`src/rtl/nids_demo_pkg.sv`:
```
// Shared types and constants for the NIDS demo sequencer: FSM states, mode codes,
// seven-segment glyphs and the stored stimulus table.
package nids_demo_pkg;

    typedef enum logic [1:0] {
        IDLE        = 2'd0,
        GAP         = 2'd1,
        ISSUE       = 2'd2,
        WAIT_RESULT = 2'd3
    } state_t;

    localparam logic [1:0] MODE_CONT  = 2'd0;
    localparam logic [1:0] MODE_STEP  = 2'd1;
    localparam logic [1:0] MODE_BURST = 2'd2;

    // Active-low segments, bit order gfedcba.
    localparam logic [6:0] SEG_0 = 7'b1000000;
    localparam logic [6:0] SEG_1 = 7'b1111001;
    localparam logic [6:0] SEG_2 = 7'b0100100;
    localparam logic [6:0] SEG_3 = 7'b0110000;
    localparam logic [6:0] SEG_4 = 7'b0011001;
    localparam logic [6:0] SEG_5 = 7'b0010010;
    localparam logic [6:0] SEG_6 = 7'b0000010;
    localparam logic [6:0] SEG_7 = 7'b1111000;
    localparam logic [6:0] SEG_8 = 7'b0000000;
    localparam logic [6:0] SEG_9 = 7'b0010000;
    localparam logic [6:0] SEG_A = 7'b0001000;
    localparam logic [6:0] SEG_B = 7'b0000011;
    localparam logic [6:0] SEG_C = 7'b1000110;
    localparam logic [6:0] SEG_D = 7'b0100001;
    localparam logic [6:0] SEG_E = 7'b0000110;
    localparam logic [6:0] SEG_F = 7'b0001110;

    localparam logic [15:0][6:0] SEG_LUT = {SEG_F, SEG_E, SEG_D, SEG_C, SEG_B, SEG_A, SEG_9, SEG_8,
                                            SEG_7, SEG_6, SEG_5, SEG_4, SEG_3, SEG_2, SEG_1, SEG_0};

    localparam int N_PATTERNS_MAX = 8;
    localparam int N_FEAT_TBL     = 28;
    localparam int TBL_IW         = $clog2(N_PATTERNS_MAX);

    typedef logic [N_FEAT_TBL-1:0][31:0] tbl_vec_t;
    typedef tbl_vec_t [N_PATTERNS_MAX-1:0] tbl_t;

    // Entry 0 is benign, entry 1 the known attack; higher entries carry a tagged ramp.
    function automatic tbl_t build_table();
        tbl_t t;
        t = '0;
        t[1][2] = 32'h0000_6f00;
        t[1][3] = 32'h0000_cb00;
        t[1][4] = 32'h0000_b500;
        t[1][5] = 32'h0015_4a00;
        for (int p = 2; p < N_PATTERNS_MAX; p++)
            for (int f = 0; f < N_FEAT_TBL; f++)
                t[p][f] = {4'(p), 12'h000, 8'hC0, 8'(f)};
        return t;
    endfunction

    localparam tbl_t PATTERN_TABLE = build_table();

endpackage

```
`src/rtl/nids_demo_sequencer_if.sv`:
```
// Packet issue / result handshake between the sequencer and the NIDS core.
interface nids_demo_sequencer_if #(
    parameter int DATA_WIDTH = 32,
    parameter int N_FEATURES = 28
);
    logic [N_FEATURES-1:0][DATA_WIDTH-1:0] pkt_features;
    logic                                  pkt_valid;
    logic                                  core_valid;
    logic                                  core_attack;
    logic [DATA_WIDTH-1:0]                 core_major;
    logic [DATA_WIDTH-1:0]                 core_minor;

    modport master (output pkt_features, pkt_valid,
                    input  core_valid, core_attack, core_major, core_minor);
    modport slave  (input  pkt_features, pkt_valid,
                    output core_valid, core_attack, core_major, core_minor);
endinterface

```
`src/rtl/hex7seg_decoder.sv`:
```
// Nibble to active-low seven-segment glyph.
module hex7seg_decoder
    import nids_demo_pkg::*;
(
    input  logic [3:0] nibble,
    output logic [6:0] seg
);
    assign seg = SEG_LUT[nibble];
endmodule

```
`src/rtl/nids_demo_sequencer.sv`:
```
// Replays stored feature vectors into the NIDS core one packet at a time, captures
// each result, counts attacks and drives the seven-segment display.
module nids_demo_sequencer
    import nids_demo_pkg::*;
#(
    parameter int DATA_WIDTH = 32,
    parameter int N_FEATURES = 28,
    parameter int N_PATTERNS = 4,
    parameter int PERIOD     = 256,
    parameter int TIMEOUT    = 1024,
    parameter int N_HEX      = 4
) (
    input  logic                 clk,
    input  logic                 rst_n,
    input  logic                 enable,
    input  logic [1:0]           mode,
    input  logic                 step,
    input  logic [1:0]           disp_sel,
    nids_demo_sequencer_if.master core_if,
    output logic                 attack_led,
    output logic [15:0]          attack_count,
    output logic                 busy,
    output logic                 timeout_err,
    output logic [7*N_HEX-1:0]   hex
);
    localparam int IDX_W = (N_PATTERNS > 1) ? $clog2(N_PATTERNS) : 1;
    localparam int GAP_W = $clog2(PERIOD);
    localparam int TO_W  = $clog2(TIMEOUT);
    localparam int DW    = 4 * N_HEX;

    state_t                                state, state_next;
    logic [IDX_W-1:0]                      idx, idx_inc;
    logic [GAP_W-1:0]                      gap_cnt;
    logic [TO_W-1:0]                       to_cnt;
    logic [DW-1:0]                         major_q, minor_q, disp_val;
    logic                                  step_q, step_rise, take, to_hit, pkt_done;
    logic                                  idx_last, burst_start;
    tbl_vec_t                              row;
    logic [N_FEATURES-1:0][DATA_WIDTH-1:0] feat_next;

    assign step_rise = step & ~step_q;
    assign idx_last  = (idx == IDX_W'(N_PATTERNS - 1));
    assign idx_inc   = idx_last ? '0 : idx + IDX_W'(1);
    // A result arriving on the timeout cycle wins over the timeout.
    assign take      = (state == WAIT_RESULT) && core_if.core_valid;
    assign to_hit    = (state == WAIT_RESULT) && !core_if.core_valid &&
                       (to_cnt == TO_W'(TIMEOUT - 1));
    assign pkt_done  = take | to_hit;
    assign busy      = (state != IDLE);
    assign row       = PATTERN_TABLE[TBL_IW'(idx)];

    for (genvar f = 0; f < N_FEATURES; f++) begin : g_feat
        if (f < N_FEAT_TBL) begin : g_tbl
            assign feat_next[f] = DATA_WIDTH'(row[f]);
        end else begin : g_pad
            assign feat_next[f] = '0;
        end
    end

    always_ff @(posedge clk or negedge rst_n) begin
        if (!rst_n) state <= IDLE;
        else        state <= state_next;
    end

    always_comb begin
        state_next  = state;
        burst_start = 1'b0;
        case (state)
            IDLE: if (enable) begin
                if (mode == MODE_STEP) begin
                    if (step_rise) state_next = ISSUE;
                end else if (mode == MODE_BURST) begin
                    if (step_rise) begin
                        state_next  = GAP;
                        burst_start = 1'b1;
                    end
                end else begin
                    state_next = GAP;
                end
            end
            GAP: begin
                if (!enable)                              state_next = IDLE;
                else if (gap_cnt == GAP_W'(PERIOD - 2))   state_next = ISSUE;
            end
            ISSUE: state_next = WAIT_RESULT;
            WAIT_RESULT: if (pkt_done) begin
                if (mode == MODE_STEP || (mode == MODE_BURST && idx_last) || !enable)
                    state_next = IDLE;
                else
                    state_next = GAP;
            end
            default: state_next = IDLE;
        endcase
    end

    always_ff @(posedge clk or negedge rst_n) begin
        if (!rst_n) begin
            step_q               <= 1'b0;
            idx                  <= '0;
            gap_cnt              <= '0;
            to_cnt               <= '0;
            core_if.pkt_valid    <= 1'b0;
            core_if.pkt_features <= '0;
            major_q              <= '0;
            minor_q              <= '0;
            attack_led           <= 1'b0;
            attack_count         <= '0;
            timeout_err          <= 1'b0;
        end else begin
            step_q            <= step;
            core_if.pkt_valid <= (state_next == ISSUE);
            if (state_next == ISSUE) core_if.pkt_features <= feat_next;
            gap_cnt <= (state == GAP && state_next == GAP) ? gap_cnt + GAP_W'(1) : '0;
            to_cnt  <= (state == WAIT_RESULT && state_next == WAIT_RESULT) ? to_cnt + TO_W'(1) : '0;
            if (burst_start)   idx <= '0;
            else if (pkt_done) idx <= idx_inc;
            if (take) begin
                major_q    <= core_if.core_major[DW-1:0];
                minor_q    <= core_if.core_minor[DW-1:0];
                attack_led <= core_if.core_attack;
                if (core_if.core_attack && attack_count != 16'hFFFF)
                    attack_count <= attack_count + 16'd1;
            end
            if (to_hit) timeout_err <= 1'b1;
        end
    end

    always_comb begin
        disp_val = '0;
        case (disp_sel)
            2'd0:    disp_val = major_q;
            2'd1:    disp_val = minor_q;
            2'd2:    disp_val = DW'(attack_count);
            default: disp_val = DW'({idx, state, timeout_err});
        endcase
    end

    for (genvar k = 0; k < N_HEX; k++) begin : g_hex
        hex7seg_decoder u_dec (
            .nibble (disp_val[4*k +: 4]),
            .seg    (hex[7*k +: 7])
        );
    end

endmodule

```
`src/flat_wrapper.sv`:
```
// flat-port wrapper written by rule: the top's interface ports become plain ports
module nids_demo_sequencer_flat import nids_demo_pkg::*;
#(
    parameter int DATA_WIDTH = 32,
    parameter int N_FEATURES = 28,
    parameter int N_PATTERNS = 4,
    parameter int PERIOD     = 256,
    parameter int TIMEOUT    = 1024,
    parameter int N_HEX      = 4
)
  (clk, rst_n, enable, mode, step, disp_sel, attack_led, attack_count, busy, timeout_err, hex, core_if_pkt_features, core_if_pkt_valid, core_if_core_valid, core_if_core_attack, core_if_core_major, core_if_core_minor);
  nids_demo_sequencer_if #(.DATA_WIDTH(DATA_WIDTH), .N_FEATURES(N_FEATURES)) core_if_i ();
  input  logic clk;
  input  logic rst_n;
  input  logic enable;
  input  logic [1:0] mode;
  input  logic step;
  input  logic [1:0] disp_sel;
  output logic attack_led;
  output logic [15:0] attack_count;
  output logic busy;
  output logic timeout_err;
  output logic [7*N_HEX-1:0] hex;
  output wire logic [$bits(core_if_i.pkt_features)-1:0] core_if_pkt_features;
  output wire logic [$bits(core_if_i.pkt_valid)-1:0] core_if_pkt_valid;
  input wire logic [$bits(core_if_i.core_valid)-1:0] core_if_core_valid;
  input wire logic [$bits(core_if_i.core_attack)-1:0] core_if_core_attack;
  input wire logic [$bits(core_if_i.core_major)-1:0] core_if_core_major;
  input wire logic [$bits(core_if_i.core_minor)-1:0] core_if_core_minor;
  assign core_if_pkt_features = core_if_i.pkt_features;
  assign core_if_pkt_valid = core_if_i.pkt_valid;
  assign core_if_i.core_valid = core_if_core_valid;
  assign core_if_i.core_attack = core_if_core_attack;
  assign core_if_i.core_major = core_if_core_major;
  assign core_if_i.core_minor = core_if_core_minor;
  nids_demo_sequencer #(.DATA_WIDTH(DATA_WIDTH), .N_FEATURES(N_FEATURES), .N_PATTERNS(N_PATTERNS), .PERIOD(PERIOD), .TIMEOUT(TIMEOUT), .N_HEX(N_HEX)) u_core (.clk(clk), .rst_n(rst_n), .enable(enable), .mode(mode), .step(step), .disp_sel(disp_sel), .core_if(core_if_i), .attack_led(attack_led), .attack_count(attack_count), .busy(busy), .timeout_err(timeout_err), .hex(hex));
endmodule
```
`config.mk`:
```
export PLATFORM = sky130hd
export DESIGN_NAME = nids_demo_sequencer_flat
export DESIGN_NICKNAME = d
export VERILOG_FILES = /design/src/rtl/nids_demo_pkg.sv /design/src/rtl/nids_demo_sequencer_if.sv /design/src/rtl/hex7seg_decoder.sv /design/src/rtl/nids_demo_sequencer.sv /design/src/flat_wrapper.sv
export SDC_FILE = /design/constraint.sdc
export NUM_CORES = 1
export LEC_CHECK = 0
export CAP_MARGIN = 10
export CORE_AREA = 3 3 396 398
export CTS_CLUSTER_DIAMETER = 150
export CTS_CLUSTER_SIZE = 25
export DETAILED_ROUTE_END_ITERATION = 7
export DIE_AREA = 0 0 399 401
export GPL_ROUTABILITY_DRIVEN = 0
export SYNTH_ARGS = -nofsm -noshare
export SYNTH_HDL_FRONTEND = slang
export SYNTH_SLANG_ARGS = --single-unit
```
`constraint.sdc`:
```
create_clock -name clk -period 4.7 [get_ports clk]
set_input_delay 0.47 -clock clk [delete_from_list [all_inputs] [get_ports clk]]
set_output_delay 0.47 -clock clk [all_outputs]
set_load 0.01 [all_outputs]
```
==> impl.org <==
** Setup path
- WP data required :: 4.23 ns
- Worst R2R Setup Slack :: 2.40 ns
- Slowest cell delay on critical path :: 0.62 ns
- Highest net fanout along the worst path :: 17
- The worst setup path is captured at an output pin.
- Worst setup path startpoint :: disp_sel[0]
- Traced cell by cell, the critical path runs through clkdlybuf4s50_1 -> buf_4 -> buf_4 -> mux2i_1 -> nor2_1 -> a21oi_1 -> inv_1 -> ha_1 -> o31ai_1 -> clkdlybuf4s50_1.
- In this design, the largest share of critical-path delay is due to buffers and inverters.
- Startpoint type of the worst setup path :: input port
- Category of the most critical setup path :: in -> out
- The startpoint identified for the worst register-to-register timing path is u_core.state[1].
- Slowest-stage cell, CP :: clkdlybuf4s50_1
- FF-to-FF path depth :: 5
- The endpoint identified for the worst register-to-register timing path is u_core.attack_count[13].
- Number of cells on the critical path :: 10
- Worst Path Buf+Inv :: 5
- Following the worst setup path forward leads to its endpoint at hex[23].
- Signal arrival time at the worst endpoint :: 3.59 ns

** Layout
- In the final design database the tool counted 1617 nets.
- Cells with a size suffix above 1 make up 4.81% of the layout.
- After the flow finishes, the layout carries non-filler instances totaling 3563.
- Area growth from synthesis to final layout :: 14.9%

** Synth
- The share of synthesized area in the top cell type comes to 58.4%.
- The most common cell in the synthesized netlist is buf_4.
- By area, the combinational part of the netlist is dominated by buffers and inverters.
- In this run, synthesis produced a sequential element count of 78.
- Warnings, synthesis :: 0
- The cell count after synthesis came out at 1417.
- Counting distinct cell types in the post-synthesis netlist gives 61.
- For this run, asynchronously set or reset flops after synthesis account for 100%.
- Of the total synthesized cell area, the portion taken by full adders, half adders and majority gates is 3.37%.
- After synthesis, the share of cell area in mux cells is 3.51%.
- Cell type with the highest aggregate area in the netlist :: buf_4
- Post-synth EDFFs :: 0
- Post-Synth XOR/XNOR Area :: 2.05%
- After synthesis, the most frequently instantiated cells are 896 x buf_4, 133 x nand2_1, 78 x dfrtp_1, 38 x nor2_1, 31 x ha_1.
- Summing every instance area after synthesis gives 11500 um2.
- Of the total synthesized cell area, the portion taken by AND, OR, NAND and NOR gates is 9.10%.
- Dividing the synthesized area by the synthesized cell count gives 8.13 um2.
- Summing the areas of all compound-gate instances in the mapped netlist gives 5.02% of the synthesized area.
- Cell types with the largest area share after synthesis :: buf_4 58%, dfrtp_1 17%, nand2_1 4.3%
- In the synthesized netlist the dominant register cell turns out to be dfrtp_1.
- Summing the sequential cell areas from Yosys gives 16.9% of the chip area.

** Floorplanning
- Effective utilization at floorplan :: 7.50%
- In this run the count of I/O pins placed on the die edge is 1018.
- The region available for standard cell placement spans 154000 um2.
- Horizontal die dimension :: 399 um
- DIE AREA :: 160000 um2
- Height of the chip :: 401 um
- Placement Rows :: 144

** Timing
- Dividing the final minimum period by the clock period gives 86.3%.
- Static timing analysis puts the maximum clock frequency at 0.246 GHz.
- The clock arrives with 0.0177 ns of skew.
- Setup repair after global routing left no endpoint under its margin.
- For the pin with the worst max-slew slack, the measured transition is 0.887 ns.
- The count of final max-slew check failures was 0.
- After routing, the total negative slack on setup checks comes to 0 ns.
- Min cycle time layout :: 4.06 ns
- Final count of negative-setup-slack endpoints :: 0
- The hold violation total from the final report came to 0.
- Worst slew margin relative to its limit :: 40.9%

** Routing
- DRC violation count after routing :: 0
- Via density per instance :: 1.89
- For this run, the detailed router's first-pass iteration total came to 4.
- Dividing the detail-routed wire length by the instance count gives 8.35 um.
- The detail route stage leaves a number of antenna-violating nets equal to 0.
- The routed layout has 6739 vias.
- After the first detailed-routing iteration, the DRC count stood at 206.
- For this block, the routed nets add up to 29.7 mm of wire.

** Place
- Summed over all nets, the half-perimeter wirelength after detailed placement is 25.6 mm.
- Placed Instances :: 3544
- Port buffering added 282 buffers.

** Global routing
- For this run the aggregate overflow at the end of global routing stands at 0.
- Vias in the first global route :: 5566
- Pin count of the biggest net entering global routing :: 80
- First-pass GRT wire length :: 38.6 mm
- The number of antenna violations at the first check in global routing was 8.
- Global routing used 3.25% of the available tracks across all layers.

** Clock network
- CTS H-tree depth :: 3
- Buffers inserted during clock tree synthesis total 9.
- Once the clock tree was built, the resizer swapped 0 gates to a different size.
- The clock passes through at most 2 buffers.
- Clock tree synthesis selected as its root buffer the cell clkbuf_16.
- Clock sinks :: 78
- Clock-pin slew was measured on the worst setup and hold paths at 0.07 ns.
- TritonCTS built the clock tree.
- Clock insertion delay at the later pin of the skew report :: 0.36 ns

** Power
- For this design the ratio of total power to cell area is 425 nW/um2.
- For this design the static power due to leakage is 0.00584 uW.
- Peak supply drop :: 0.224 mV

** Run
- Max-cap violations in this run came to 0.

** Run status
- The flow ran to the end, and the final reports show no timing, DRC or antenna violations.

** Min path
- Worst hold path class :: reg -> reg
-- worst min-delay path by stage --
stage               cells after the start                        to              start  slack (ns)
floorplan                               0    u_core.attack_count[0]              rst_n        0.17
global placement                        1  u_core.core_if.pkt_valid              rst_n        0.34
detailed placement                      1  u_core.core_if.pkt_valid              rst_n        0.34
CTS                                     2         u_core.major_q[5]  u_core.major_q[5]        0.48
global route                            2         u_core.major_q[8]  u_core.major_q[8]        0.50
finish                                  2         u_core.major_q[5]  u_core.major_q[5]        0.47
-- logic make-up (layout without fill, tap and decap cells) --
logic type      after synthesis  after routing
compound gates               77             77
fa+ha+maj                    31             31
flops                        78             78
other cells                   1            705
xor+xnor                     27             27
simple gates                236            236
buf+inv                     934            332
mux                          33             33
-- registers in the layout, indices dropped and copies added (netlist names) --
signal,count
u_core.attack_count,16
u_core.major_q,16
u_core.minor_q,16
u_core.to_cnt,10
u_core.gap_cnt,8
u_core.core_if.pkt_features,4
u_core.idx,2
u_core.state,2
u_core.attack_led,1
u_core.core_if.pkt_valid,1
u_core.step_q,1
u_core.timeout_err,1
-- power by group --
| group | total (uW) | internal (uW) | switching (uW) |
|---|---|---|---|
| Sequential | 1110 | 856 | 252 |
| Clock | 825 | 480 | 345 |
| Combinational | 3700 | 1790 | 1910 |
| Total | 5630 | 3130 | 2500 |
-- tightest hold or removal path: cells and delay by family, from the launching register on --
| family | cells | cell delay, ns |
|---|---|---|
| DFF | 1 | 0.34 |
| and+or+nand+nor | 2 | 0.10 |
-- layer usage --
layer  share of wire [%]  wire, um  track usage, %
met1                  34     10200            3.38
met2                  51     15000            5.83
met3                  13      3840            1.43
met4                 2.2       650           0.980
met5                0.22        64               0
-- cells in the final DEF (no fill, tap or decap), types with 3 or more instances in the layout --
cell type	instances
nand3_1	22
nor3_1	3
dfrtp_1	77
clkdlybuf4s50_1	266
and4_1	4
a211oi_1	8
buf_4	19
ha_1	31
a31oi_1	3
and3_1	4
o21ai_1	3
mux2_2	9
a22oi_1	3
nand3b_1	3
conb_1	703
a21oi_1	13
nor2_1	38
o22ai_1	4
nand2_1	133
clkbuf_16	9
buf_12	10
nand2b_1	4
mux2i_1	19
inv_1	20
nand4_1	9
mux4_2	5
xnor2_1	17
and2_1	3
o21ai_0	10
o211ai_1	5
a32o_1	5
xor2_1	10
-- metrics by stage --
stage / area (um2) / util (%) / hold slack [ns] / worst slack [ns] / power (uW)
after global placement: 12900 / 8.39 / 0.343 / 0.690 / 4880
after detailed placement: 12900 / 8.39 / 0.342 / 0.622 / 4920
final: 13200 / 8.62 / 0.474 / 0.642 / 5630
after floorplan: 14200 / - / 0.174 / 1.35 / 4000
after global routing: 13200 / 8.61 / 0.495 / 0.353 / 6060
after CTS: 13200 / 8.61 / 0.479 / 0.588 / 5790
-- final cells by class --
type	count	area (um2)
multi-input cells	1107	5290
clock inverters	7	115
well taps	2044	2560
fillers	17900	140000
diodes	2	5.00
flip-flops and latches	78	1960
clock buffers	9	225
inverters	20	75.1
repair buffers	296	3020
-- timing repair --
item	CTS	global route
hold buffers	1	0
buffers inserted	0	0
endpoints found under the hold margin	16	0
(Power assumes the default switching activity.)
